==> config.mk <==
export PLATFORM = sky130hd
export DESIGN_NAME = cache_fill_ctrl
export DESIGN_NICKNAME = d
export VERILOG_FILES = /design/src/rtl/cache_fill_ctrl.sv
export SDC_FILE = /design/constraint.sdc
export NUM_CORES = 1
export LEC_CHECK = 0
export ABC_AREA = 1
export BUFFER_PORTS_ARGS = -buffer_cell sky130_fd_sc_hd__buf_2
export CAP_MARGIN = 20
export CELL_PAD_IN_SITES_DETAIL_PLACEMENT = 1
export CELL_PAD_IN_SITES_GLOBAL_PLACEMENT = 2
export CORE_MARGIN = 5
export CORE_UTILIZATION = 19
export CTS_CLUSTER_DIAMETER = 120
export DETAILED_ROUTE_END_ITERATION = 8
export HOLD_SLACK_MARGIN = 0.02
export MAX_ROUTING_LAYER = met4
export PLACE_DENSITY_LB_ADDON = 0.1
export SLEW_MARGIN = 20
export SYNTH_ARGS = -nofsm -noshare
export SYNTH_HDL_FRONTEND = slang
export SYNTH_SLANG_ARGS = --single-unit
==> constraint.sdc <==
create_clock -name clk -period 2.4 [get_ports clk]
set_input_delay 0.24 -clock clk [delete_from_list [all_inputs] [get_ports clk]]
set_output_delay 0.24 -clock clk [all_outputs]
set_load 0.05 [all_outputs]
==> src/rtl/cache_fill_ctrl.sv <==
// cache_fill_ctrl: controller for cache line fills and store forwarding.
// A miss fetches an aligned 16-byte block as 8 halfword reads from a
// multicycle memory. Each returned word is written into the data array, and
// the tag array is written with the last word. In IDLE, stores are forwarded
// straight to memory. They stall while a fill is in progress.
// Configuration macro: PIPELINED_FILL_EN. When defined, one read is issued
// per cycle. When undefined (the default), the next read is issued only when
// the previous word returns.
module cache_fill_ctrl (
  input  logic        clk,
  input  logic        rst_n,
  input  logic        miss_detected,
  input  logic [15:0] miss_address,
  input  logic        wr_req,
  input  logic [15:0] wr_addr,
  input  logic [15:0] wr_data,
  output logic        wr_ack,
  output logic        mem_enable,
  output logic        mem_wr,
  output logic [15:0] mem_addr,
  output logic [15:0] mem_data_in,
  input  logic        mem_data_valid,
  input  logic [15:0] mem_data_out,
  output logic        fsm_busy,
  output logic        write_data_array,
  output logic        write_tag_array,
  output logic [15:0] cache_addr,
  output logic [15:0] cache_data
);

`ifdef PIPELINED_FILL_EN
  localparam logic PIPELINED = 1'b1;
`else
  localparam logic PIPELINED = 1'b0;
`endif

  typedef enum logic [1:0] {IDLE, FILL, DRAIN} state_t;

  state_t      state, state_next;
  logic [11:0] base, base_next;
  logic [2:0]  issue_cnt, issue_next;
  logic [2:0]  recv_cnt, recv_next;
  logic        issue_now;

  // State, block base and word counters; reset drops any fill in progress
  always_ff @(posedge clk or negedge rst_n) begin
    if (!rst_n) begin
      state     <= IDLE;
      base      <= '0;
      issue_cnt <= '0;
      recv_cnt  <= '0;
    end else begin
      state     <= state_next;
      base      <= base_next;
      issue_cnt <= issue_next;
      recv_cnt  <= recv_next;
    end
  end

  // Next-state and output decode; every output is gated to 0 while in reset
  always_comb begin
    state_next       = state;
    base_next        = base;
    issue_next       = issue_cnt;
    recv_next        = recv_cnt;
    issue_now        = 1'b0;
    wr_ack           = 1'b0;
    mem_enable       = 1'b0;
    mem_wr           = 1'b0;
    mem_addr         = '0;
    mem_data_in      = '0;
    fsm_busy         = 1'b0;
    write_data_array = 1'b0;
    write_tag_array  = 1'b0;
    cache_addr       = '0;
    cache_data       = '0;
    if (rst_n) begin
      case (state)
        IDLE: begin
          if (wr_req) begin
            wr_ack      = 1'b1;
            mem_enable  = 1'b1;
            mem_wr      = 1'b1;
            mem_addr    = {wr_addr[15:1], 1'b0};
            mem_data_in = wr_data;
          end else if (miss_detected) begin
            mem_enable = 1'b1;
            mem_addr   = {miss_address[15:4], 4'b0000};
            fsm_busy   = 1'b1;
            base_next  = miss_address[15:4];
            issue_next = 3'd1;
            recv_next  = 3'd0;
            state_next = FILL;
          end
        end
        FILL, DRAIN: begin
          fsm_busy = 1'b1;
          if (state == FILL) begin
            issue_now = PIPELINED | (mem_data_valid && (recv_cnt != 3'd7));
            if (issue_now) begin
              mem_enable = 1'b1;
              mem_addr   = {base, issue_cnt, 1'b0};
              issue_next = issue_cnt + 3'd1;
              if (issue_cnt == 3'd7) begin
                state_next = DRAIN;
              end
            end
          end
          if (mem_data_valid) begin
            write_data_array = 1'b1;
            cache_addr       = {base, recv_cnt, 1'b0};
            cache_data       = mem_data_out;
            recv_next        = recv_cnt + 3'd1;
            if (recv_cnt == 3'd7) begin
              write_tag_array = 1'b1;
              state_next      = IDLE;
              issue_next      = 3'd0;
              recv_next       = 3'd0;
            end
          end
        end
        default: begin
          state_next = IDLE;
        end
      endcase
    end
  end

endmodule

==> out/qor.yml <==
status:
  status: "finished clean"
critical_path:
  cp_num_buf_inv: 3
  r2r_cells: 9
  crit_chain: "inv_1, ha_4, nand2_1, nor2_4, clkbuf_2, nand2_1, nand2_1, nor2_1, nor2_1, clkbuf_4"
  path_class: "reg2out"
  startpoint_type: "flop"
  startpoint: "state[1]"
  critical_path.endpoint: "mem_addr[11]"
  r2r_start: "state[1]"
  crit_top_cell: "nand2_1"
  slowest_stage: "dfrtp_1"
  path_max_fanout: 6
  cp.arrival_ns: 2.01
  crit_family: "buffers and inverters"
  worst-path-stages: 10
  required_ns: 2.16
  slowest_delay_ns: 0.42
  critPathCaptureType: "output port"
  r2r_slack_ns: 0.63
  r2r_end: "base[0]"
yosys:
  synthMuxAreaShare_pct: 0
  synth_area_leaders: "dfrtp_1 27%, nor2_1 20%, nand2_1 15%"
  avgSynthCellArea_um2: 5.720
  synth_ff_type: "dfrtp_1"
  yosysTopAreaCell: "dfrtp_1"
  synth_top_area_share_pct: 27.34
  yosys.area_share.adder_pct: 5.468
  synthSimpleGateAreaFrac_pct: 41.01
  ys_types: 21
  synth_seq_cells: 20
  ys_seq_area_share_pct: 27.34
  async_flop_share_pct: 100.0
  yosys_warnings: 0
  synth-edff-count: 0
  synth-compound-area-share_pct: 7.040
  synth_cells: 320
  synth_area_um2: 1831
  ys_top_cells_by_count: "99 x nor2_1, 71 x nand2_1, 59 x inv_1"
  yosysMostFrequentCell: "nor2_1"
  synth_top_family_by_area: "simple AND/OR/NAND/NOR gates"
  synth_xor_area_share_pct: 0
timing:
  fmax_mhz: 443.8
  finalHoldViolCount: 0
  finalSetupViolCount: 0
  layout_min_cycle_time_ns: 2.253
  finClkSkew_ns: 0.003532
  drv_slew: 0
  fin_setup_tns_ns: 0
  fin_crit_sh_pct: 93.89
global_route:
  antenna_found_initial: 0
  grt_pass1_wl_mm: 12.03
  grt_pass1_vias: 2375
  grt_max_degree: 33
  grt-ovfl-total: 0
  grt_usage_pct: 13.31
clock_tree:
  cts_made_buffers: 3
  path_clk_slew_ns: 0.09
  root_buffer: "clkbuf_8"
  clkSinkCount: 20
  clock_latency_ns: 0.27
  clock_path_buffers: 2
  cts_tree: "built"
  htreeDepth: 1
floorplanning:
  rows: 35
  ios: 139
  dieHeight_um: 108.2
  core_area_um2: 9328
  die_area_um2: 11700
  die_x_um: 108.2
  start_util_pct: 19.62
placement:
  numPortBuffers: 131
  placed_cells: 577
  post-dp-hpwl_mm: 6.306
  dpl_cell_area_um2: 2640
  gp_congestion: 0.7568
routing:
  drt-pass1-iter-count: 4
  drt_iter0_drc: 34
  vias: 2326
  vias_per_cell: 3.976
  wl_per_cell_um: 13.31
  route.detailed.drc: 0
  totalWireLength_mm: 7.789
  postRouteAntennaNets: 0
final_layout:
  fin_util_pct: 29.93
  drive_gt1_share_pct: 37.72
  area_growth_pct: 52.49
  antennaDiodeCount: 0
  nets: 534
  fin_cells: 585
  final_cell_area_um2: 2791
worst_hold_path:
  hp-class: "in2reg"
pwr:
  p_leak_nw: 1.795
  ir_worst_vdd_v: 0.0002644
  p_per_area_nw_per_um2: 923.9
run:
  maxCapViolCount: 0
-- metal layers --
layer	wire length, µm	vias up	track usage, %
li1	-	1205	-
met4	69	0	2.976
met3	726	5	2.687
met1	3649	1019	17.28
met5	0	-	-
met2	3344	97	21.45
-- worst reg2reg max path, stage by stage, from the launching register on --
cell and delay [ns]:
dfrtp_1 0.42, inv_1 0.15, ha_4 0.19, nand2_1 0.11
nor2_4 0.21, buf_4 0.16, nand2_2 0.04, buf_4 0.21
nor2_1 0.12, a21oi_1 0.05
-- cell families after synthesis --
| family | count (synthesis) |
|---|---|
| buffers and inverters | 77 |
| adders and majority gates | 8 |
| AOI/OAI and AO/OA | 25 |
| DFF | 20 |
| and+or+nand+nor | 189 |
| other | 1 |
-- sequential cells by signal, indices dropped and copies added, names as in the netlist --
register,flops
base,12
issue_cnt,3
recv_cnt,3
state,2
-- cell type report --
type | instances | area (µm²)
sequential | 20 | 500.5
tap | 129 | 161.4
multi-input combinational | 224 | 1027
clock buffer | 3 | 41.29
fill | 1265 | 6536
clock inverter | 1 | 30.03
inverter | 62 | 237.7
timing repair buffer | 146 | 793.3
-- layout by cell type, fill, tap and decap left out, drive strengths merged --
cell / Yosys / layout
nor2: 105 / 105
a21oi: 19 / 19
clkbuf: 2 / 12
nand4: 3 / 3
nand2: 72 / 72
nand3: 9 / 9
dlygate4sd3: 0 / 1
buf: 13 / 136
bufinv: 0 / 1
conb: 1 / 2
ha: 8 / 8
a31oi: 1 / 1
o211ai: 1 / 1
o21ai: 4 / 4
inv: 62 / 62
dfrtp: 20 / 20
-- timing repair --
| item | CTS | global route |
|---|---|---|
| pin swaps | 0 | 1 |
| endpoints found under the hold margin | 6 | 0 |
| resized for setup | 2 | 19 |
| buffers inserted | 0 | 3 |
| setup endpoints to repair | 42 | 63 |
| hold buffers | 1 | 0 |
-- per-stage QoR --
stage | worst slack, ns | hold slack [ns] | power (mW)
2_1_floorplan | -0.1717 | -0.05559 | 1.761
3_5_place_dp | 0.1641 | 0.1267 | 2.186
4_1_cts | 0.01903 | 0.2273 | 2.566
3_3_place_gp | 0.2126 | 0.1253 | 2.169
5_1_grt | -0.008925 | 0.2429 | 2.803
6_report | 0.1468 | 0.2354 | 2.579
-- report_power, final --
group,internal (mW),total (mW),switching (mW)
logic,0.474,1.67,1.20
clock network,0.223,0.358,0.135
registers,0.477,0.547,0.0695
total,1.17,2.58,1.40
-- worst min path at each step --
stage	endpoint	cells past startpoint	from	slack, ns
after detailed placement	recv_cnt[2]	1	rst_n	0.13
final	base[1]	3	miss_address[5]	0.24
after CTS	base[1]	3	miss_address[5]	0.23
after global routing	base[9]	3	miss_address[13]	0.24
after global placement	recv_cnt[0]	1	rst_n	0.13
after floorplan	base[0]	0	rst_n	-0.06
No activity file was read; power rests on OpenSTA's default activity.
